`config.mk`:
```
export PLATFORM = sky130hd
export DESIGN_NAME = alu_muldiv_seq
export DESIGN_NICKNAME = d
export VERILOG_FILES = /design/src/rtl/alu_muldiv_seq.sv
export SDC_FILE = /design/constraint.sdc
export NUM_CORES = 1
export LEC_CHECK = 0
export ABC_AREA = 0
export CAP_MARGIN = 25
export CORE_MARGIN = 2
export CORE_UTILIZATION = 48
export CTS_CLUSTER_SIZE = 20
export DETAILED_ROUTE_END_ITERATION = 12
export GPL_ROUTABILITY_DRIVEN = 0
export GPL_TIMING_DRIVEN = 0
export PLACE_DENSITY = 0.77
export REMOVE_ABC_BUFFERS = 1
export SYNTH_ARGS = -nofsm -noshare
export SYNTH_HDL_FRONTEND = slang
export SYNTH_SLANG_ARGS = --single-unit
```
`constraint.sdc`:
```
create_clock -name clk -period 7.6 [get_ports clk]
set_clock_uncertainty 0.1 [all_clocks]
set_input_delay 1.52 -clock clk [delete_from_list [all_inputs] [get_ports clk]]
set_output_delay 1.52 -clock clk [all_outputs]
set_load 0.01 [all_outputs]
```
`src/rtl/alu_muldiv_seq.sv`:
```
// Multi-cycle MUL / DIVU / REMU sequencer that drives a shared single-cycle ALU.
// Optional ALU_MULDIV_EARLY_EXIT_EN ends MUL once the remaining multiplier bits are zero.
module alu_muldiv_seq #(
    parameter int XLEN = 32
) (
    input  logic            clk,
    input  logic            rst,
    input  logic            req_valid_i,
    output logic            req_ready_o,
    input  logic [1:0]      req_op_i,
    input  logic [XLEN-1:0] req_a_i,
    input  logic [XLEN-1:0] req_b_i,
    output logic            resp_valid_o,
    input  logic            resp_ready_i,
    output logic [XLEN-1:0] resp_result_o,
    output logic            busy_o,
    output logic [XLEN-1:0] alu_a_o,
    output logic [XLEN-1:0] alu_b_o,
    output logic [2:0]      alu_op_o,
    input  logic [XLEN-1:0] alu_result_i
);

    localparam int CW = $clog2(XLEN) + 1;
    localparam logic [CW-1:0] LAST = CW'(XLEN - 1);

    localparam logic [2:0] S_IDLE = 3'd0;
    localparam logic [2:0] S_MUL  = 3'd1;
    localparam logic [2:0] S_CMP  = 3'd2;
    localparam logic [2:0] S_SUB  = 3'd3;
    localparam logic [2:0] S_DONE = 3'd4;

    localparam logic [1:0] OP_MUL  = 2'b00;
    localparam logic [1:0] OP_DIVU = 2'b10;
    localparam logic [1:0] OP_REMU = 2'b11;

    localparam logic [2:0] ALU_ADD  = 3'b000;
    localparam logic [2:0] ALU_SUB  = 3'b001;
    localparam logic [2:0] ALU_SLTU = 3'b101;

    logic [2:0]      state_q, state_d;
    logic [1:0]      op_q, op_d;
    logic [XLEN-1:0] acc_q, acc_d;
    logic [XLEN-1:0] mcand_q, mcand_d;
    logic [XLEN-1:0] mplier_q, mplier_d;
    logic [XLEN-1:0] rem_q, rem_d;
    logic [XLEN-1:0] quo_q, quo_d;
    logic [XLEN-1:0] dvs_q, dvs_d;
    logic [CW-1:0]   cnt_q, cnt_d;
    logic            pend_q, pend_d;

    logic [XLEN-1:0] rem_shift;
    logic            take_sub;
    logic            mul_last;

    assign rem_shift = {rem_q[XLEN-2:0], quo_q[XLEN-1]};
    // The shifted-out MSB means the true partial remainder already exceeds the divisor.
    assign take_sub  = rem_q[XLEN-1] || (alu_result_i == '0);

`ifdef ALU_MULDIV_EARLY_EXIT_EN
    assign mul_last = (cnt_q == LAST) || ((mplier_q >> 1) == '0);
`else
    assign mul_last = (cnt_q == LAST);
`endif

    always_comb begin
        state_d  = state_q;
        op_d     = op_q;
        acc_d    = acc_q;
        mcand_d  = mcand_q;
        mplier_d = mplier_q;
        rem_d    = rem_q;
        quo_d    = quo_q;
        dvs_d    = dvs_q;
        cnt_d    = cnt_q;
        pend_d   = pend_q;
        alu_a_o  = '0;
        alu_b_o  = '0;
        alu_op_o = ALU_ADD;
        case (state_q)
            S_IDLE: begin
                if (req_valid_i) begin
                    op_d  = req_op_i;
                    cnt_d = '0;
                    acc_d = '0;
                    rem_d = '0;
                    case (req_op_i)
                        OP_MUL: begin
                            mcand_d  = req_a_i;
                            mplier_d = req_b_i;
                            state_d  = S_MUL;
                        end
                        OP_DIVU, OP_REMU: begin
                            if (req_b_i != '0) begin
                                quo_d   = req_a_i;
                                dvs_d   = req_b_i;
                                state_d = S_CMP;
                            end else begin
                                quo_d   = '1;
                                rem_d   = req_a_i;
                                pend_d  = 1'b1;
                                state_d = S_DONE;
                            end
                        end
                        default: begin
                            pend_d  = 1'b1;
                            state_d = S_DONE;
                        end
                    endcase
                end
            end
            S_MUL: begin
                alu_a_o  = acc_q;
                alu_b_o  = mcand_q;
                alu_op_o = ALU_ADD;
                if (mplier_q[0]) acc_d = alu_result_i;
                mcand_d  = mcand_q << 1;
                mplier_d = mplier_q >> 1;
                cnt_d    = cnt_q + 1'b1;
                if (mul_last) state_d = S_DONE;
            end
            S_CMP: begin
                alu_a_o  = rem_shift;
                alu_b_o  = dvs_q;
                alu_op_o = ALU_SLTU;
                rem_d    = rem_shift;
                quo_d    = {quo_q[XLEN-2:0], 1'b0};
                if (take_sub) begin
                    state_d = S_SUB;
                end else begin
                    cnt_d = cnt_q + 1'b1;
                    if (cnt_q == LAST) state_d = S_DONE;
                end
            end
            S_SUB: begin
                alu_a_o  = rem_q;
                alu_b_o  = dvs_q;
                alu_op_o = ALU_SUB;
                rem_d    = alu_result_i;
                quo_d[0] = 1'b1;
                cnt_d    = cnt_q + 1'b1;
                state_d  = (cnt_q == LAST) ? S_DONE : S_CMP;
            end
            S_DONE: begin
                // Divide-by-zero and reserved ops spend one silent cycle here first.
                if (pend_q) pend_d = 1'b0;
                else if (resp_ready_i) state_d = S_IDLE;
            end
            default: state_d = S_IDLE;
        endcase
    end

    always_ff @(posedge clk or posedge rst) begin
        if (rst) begin
            state_q  <= S_IDLE;
            op_q     <= OP_MUL;
            acc_q    <= '0;
            mcand_q  <= '0;
            mplier_q <= '0;
            rem_q    <= '0;
            quo_q    <= '0;
            dvs_q    <= '0;
            cnt_q    <= '0;
            pend_q   <= 1'b0;
        end else begin
            state_q  <= state_d;
            op_q     <= op_d;
            acc_q    <= acc_d;
            mcand_q  <= mcand_d;
            mplier_q <= mplier_d;
            rem_q    <= rem_d;
            quo_q    <= quo_d;
            dvs_q    <= dvs_d;
            cnt_q    <= cnt_d;
            pend_q   <= pend_d;
        end
    end

    assign req_ready_o  = (state_q == S_IDLE);
    assign busy_o       = (state_q != S_IDLE);
    assign resp_valid_o = (state_q == S_DONE) && !pend_q;

    always_comb begin
        case (op_q)
            OP_DIVU: resp_result_o = quo_q;
            OP_REMU: resp_result_o = rem_q;
            default: resp_result_o = acc_q;
        endcase
    end

endmodule

```
-- Word-level counts from Yosys, hierarchy flattened
Index checks and enable logic that the tools add are counted.
- input bits: 102
- flip-flop bits (word level): 204
- output and inout bits: 102
- add/sub/neg operators: 1
- multiplexer cells: 38
- reductions and logical operators: 26
- equality and inequality tests: 18
- operators by type and width (cell ; count):
    $mux 32 ; 12
    $pmux 32 s2 ; 5
    $pmux 32 s3 ; 2
    $pmux 31 s2 ; 1
    $logic_not 32->1 ; 1
    $reduce_bool 32->1 ; 1
    $mux 3 ; 7
    $pmux 6 s3 ; 1
    $reduce_and 3->1 ; 6
    $pmux 3 s5 ; 1
    $mux 6 ; 2
    $ne 2x2->1 const B ; 6
    $pmux 3 s2 ; 2
    $reduce_bool 3->1 ; 3
    $eq 2x2->1 const B ; 4
    $reduce_and 4->1 ; 2
    $add 6x1->6 const B ; 1
    $eq 3x2->1 const B ; 2
    $eq 6x5->1 const B ; 1
    $reduce_bool 2->1 ; 3
    $reduce_or 2->1 ; 3
    $ne 2x1->1 const B ; 2
    $pmux 1 s2 ; 2
    $reduce_and 2->1 ; 2
    10 further kinds ; 11

-- Depth between registers and ports, before layout
- depth after elaboration: 5
- gate-level depth with buffers: 9

-- Least setup slack after synthesis
OpenSTA, ideal clock, no wires.
- path kind: register -> output
- start point: register state_q[1]
- end point: output port alu_b_o[10]
- cell stages (with the launch flop): 9
- buffers on the path: 4
- slack: 4321 ps
- arrival: 1659 ps
- data required time: 5980 ps
- path through: dfrtp_1 -> nor2b_1 -> buf_2 -> nor2b_1 -> clkbuf_1 -> buf_2 -> buf_1 -> nand2_1 -> nand2_1
- word-level cells in the longest chain between the ends: 3
- elaborated cells between the ends (all ways): 5
- RTL lines (element ; RTL line ; RTL):
    start: declaration ; 40 ; logic [2:0] state_q, state_d;
    start signal: assignment ; 165 ; state_q <= state_d;
    $eq 3x2->1 ; 79 ; case (state_q)
    $reduce_or 2->1 (no line) ; -- ;
    $pmux 32 s2 (*) ; 79 ;
    end: declaration ; 18 ; output logic [XLEN-1:0] alu_b_o,
Mark *: on every way between the ends. The rest lies on a longest branch, timed or not.

-- Worst setup path in the final report
- start point: register state_q[2]
- end point: output port alu_op_o[2]
- word-level cells in the longest chain between the ends: 2
- elaborated cells between the ends (all ways): 3
- RTL lines (element ; RTL line ; RTL):
    $eq 3x2->1 ; 79 ;
    $pmux 3 s2 (*) ; 79 ;
    end: declaration ; 19 ; output logic [2:0] alu_op_o,
Marked as above.

==> impl_metrics.ini <==
[run_status]
status = completed

[cells_and_area]
mostFrequentLayoutCells = 293 x nand2_1, 202 x clkdlybuf4s50_1, 199 x dfrtp_1
fin_nets = 1557
mostFrequentLayoutCell = nand2_1
final_core_utilization = 0.6253
antennaDiodeCount = 0
drive_above_1_share = 0.08799
syn2layout_area_growth_pct = 28.16
stdcell_count = 1751

[power]
power_frac_seq = 0.336
leakage_nw = 6.190
switchingPower_mw = 2.295
pwr-share-clk = 0.179
p_comb_frac = 0.485
netSwitchingFraction = 0.4003
p_per_area_nw_per_um2 = 404.9
worst_ir_drop_vdd_mv = 0.2214
internal-power_mw = 3.437

[detailed_routing]
route.met3.wl_mm = 2.395
dr_total_vias = 10244
first_pass_iters = 6
wl_per_cell_um = 19.15
maxUsedRoutingLayer = met4
wl_met1_mm = 14.60
antenna_left = 0
drc = 0
routed_wl_mm = 33.54
wl_met2_mm = 15.53
vias_per_cell = 5.850
drt_iter0_markers = 895

[timing]
drv_slew = 0
relSlewSlack = 0.3468
rsz0062_at_grt = false
hold_viol = 0
fmax_mhz = 159.6
tightestPinTransition_ns = 0.9799
hold_slack_ns = 0.3887
final.min_clock_period_ns = 6.267
setup_viol = 0
layout_setup_ws_ns = 1.333
min_period_over_period = 0.8246

[die]
core_area_sq_um = 22640
die_width_um = 155.7
pin_count = 204
start_util = 0.4879
die_area_sq_um = 24240
die_h_um = 155.7
rows = 55

[placed_design]
place_ws_ns = 1.815
placed_cells = 1714
dp_hpwl_mm = 23.44
port-buffer-count = 202

[setup_path]
timing.rr.start = state_q[2]
setup.worst_path.class = flop to primary output
path_buf_inv = 4
cp_slowest_stage_delay_ns = 0.79
path_cells = nand2b_2 > inv_1 > nand2b_1 > buf_16 > inv_1 > clkdlybuf4s50_1
crit_start = state_q[2]
required_ns = 5.98
cp_top_family = buffers and inverters
crit_arrival_ns = 4.65
start_kind = flop
worst_path_most_repeated_cell = inv_1
path_max_fanout = 46
crit_slowest_cell = inv_1
crit_path_end_kind = primary output

[synthesis]
synth_area_per_cell_sq_um = 8.438
synth-seq-area-share = 0.4622
synth_cell_types = 45
syn_area_sq_um = 11050
async_flop_share = 1.000
synth-main-ff-cell = dfrtp_1
syn_inst = 1309
synth_edf_count = 0
ys_ff_latch = 204
synth_warnings = 0

[grt]
grt_pass1_wl_mm = 53.48
grt_overflow = 0
grt.total_usage = 0.2751
grt_max_degree = 126
antenna_found_initial = 0
grt_pass1_vias = 9866

[clocking]
clock_latency_ns = 0.50
cts_resized = 0
cts_tree = yes
cts_root_buffer = clkbuf_16
cts_setup_buffers = 0
clk_pin_slew_ns = 0.06
clock-sinks = 204
cts_max_level = 1
numCtsBuffers = 23
ctsHoldBuffers = 0
cts_buffer_depth = 3

[worst_hold_path]
min_path_type = flop to flop
hp-start = dvs_q[27]

[run]
maxCapViolations = 0
-- registers in the layout (all words and copies together), names as in the netlist, 2 cells and up --
signal	flops
cnt_q	6
mplier_q	32
rem_q	32
dvs_q	32
quo_q	32
mcand_q	32
acc_q	32
op_q	2
state_q	3
-- per-stage QoR --
step / total power, mW / instance area (sq um) / TNS (ns)
finish: 5.732 / 14160 / 0
global route: 6.090 / 14160 / 0
CTS: 5.735 / 14160 / 0
detailed placement: 4.693 / 13480 / 0
global placement: 4.474 / 12940 / -839.05
floorplan: 3.407 / 10560 / -1.769
-- path summary, 6_finish.rpt --
check,end,slack (ns),cells past startpoint
setup / recovery,alu_op_o[2],1.33,6
hold / removal,dvs_q[27],0.39,1
setup reg to reg,cnt_q[0],2.95,7
hold reg to reg,dvs_q[27],0.39,1
max in group asynchronous,state_q[0],4.90,3
min in group asynchronous,mplier_q[20],1.40,2
-- layer usage --
| metal | vias up | track usage |
|---|---|---|
| li1 | 4800 | - |
| met1 | 4897 | 0.3888 |
| met2 | 476 | 0.4404 |
| met3 | 71 | 0.03472 |
| met4 | 0 | 0.09436 |
| met5 | - | 0 |
-- Yosys cell counts, types with 4 or more instances --
library cell  number  share of area
nor3_1             8         0.0036
nor2b_1            5         0.0028
mux2_2            55          0.056
buf_2             21         0.0095
a22oi_1           32          0.022
dfrtp_1          204           0.46
nand3_1           36          0.016
o21ai_0           36          0.016
mux2i_1           64          0.058
mux2_1            13          0.013
a21oi_1           97          0.044
inv_1             40          0.014
buf_6              7         0.0071
buf_4              4         0.0027
nand4_1            4         0.0023
nor4_1            17         0.0096
clkbuf_1          63          0.021
buf_1             10         0.0034
nand2_1          293           0.10
a31oi_1           63          0.036
or3_1              4         0.0023
nor2_1           169          0.057
o22ai_1           29          0.016
-- cell type report --
class,count,area (sq um)
inverter,41,161.4
clock inverter,3,17.52
fill,1873,8484
clock buffer,34,656.9
multi-input combinational,959,5359
timing repair buffer,225,2491
sequential,204,5114
tap,285,356.6
-- power groups by stage --
stage / Combinational, mW / Clock, mW / Sequential, mW
6_report: 2.78 / 1.03 / 1.92
5_1_grt: 3.01 / 1.09 / 1.98
4_1_cts: 2.77 / 1.05 / 1.91
2_1_floorplan: 1.52 / 0 / 1.89
3_3_place_gp: 2.45 / 0 / 2.03
3_5_place_dp: 2.76 / 0 / 1.93
-- logic make-up after synthesis --
kind of cell,Yosys count,synth area share
AND/OR/NAND/NOR,546,0.2005
multiplexers,132,0.1273
AO/OA/AOI/OAI,279,0.1504
adder cells (fa/ha/maj),1,0.001133
flip-flops,204,0.4622
buffers and inverters,146,0.05811
other,1,0.0003395
-- worst register-to-register path, stage by stage, from the launching register on --
cell and delay, ns:
dfrtp_2 1.01, nand2b_2 0.82, inv_1 0.62, nand2b_1 0.67
buf_16 0.24, inv_1 0.21, a21oi_1 0.48, mux2_2 0.40
Note: power is estimated with default switching activity, not from simulation.
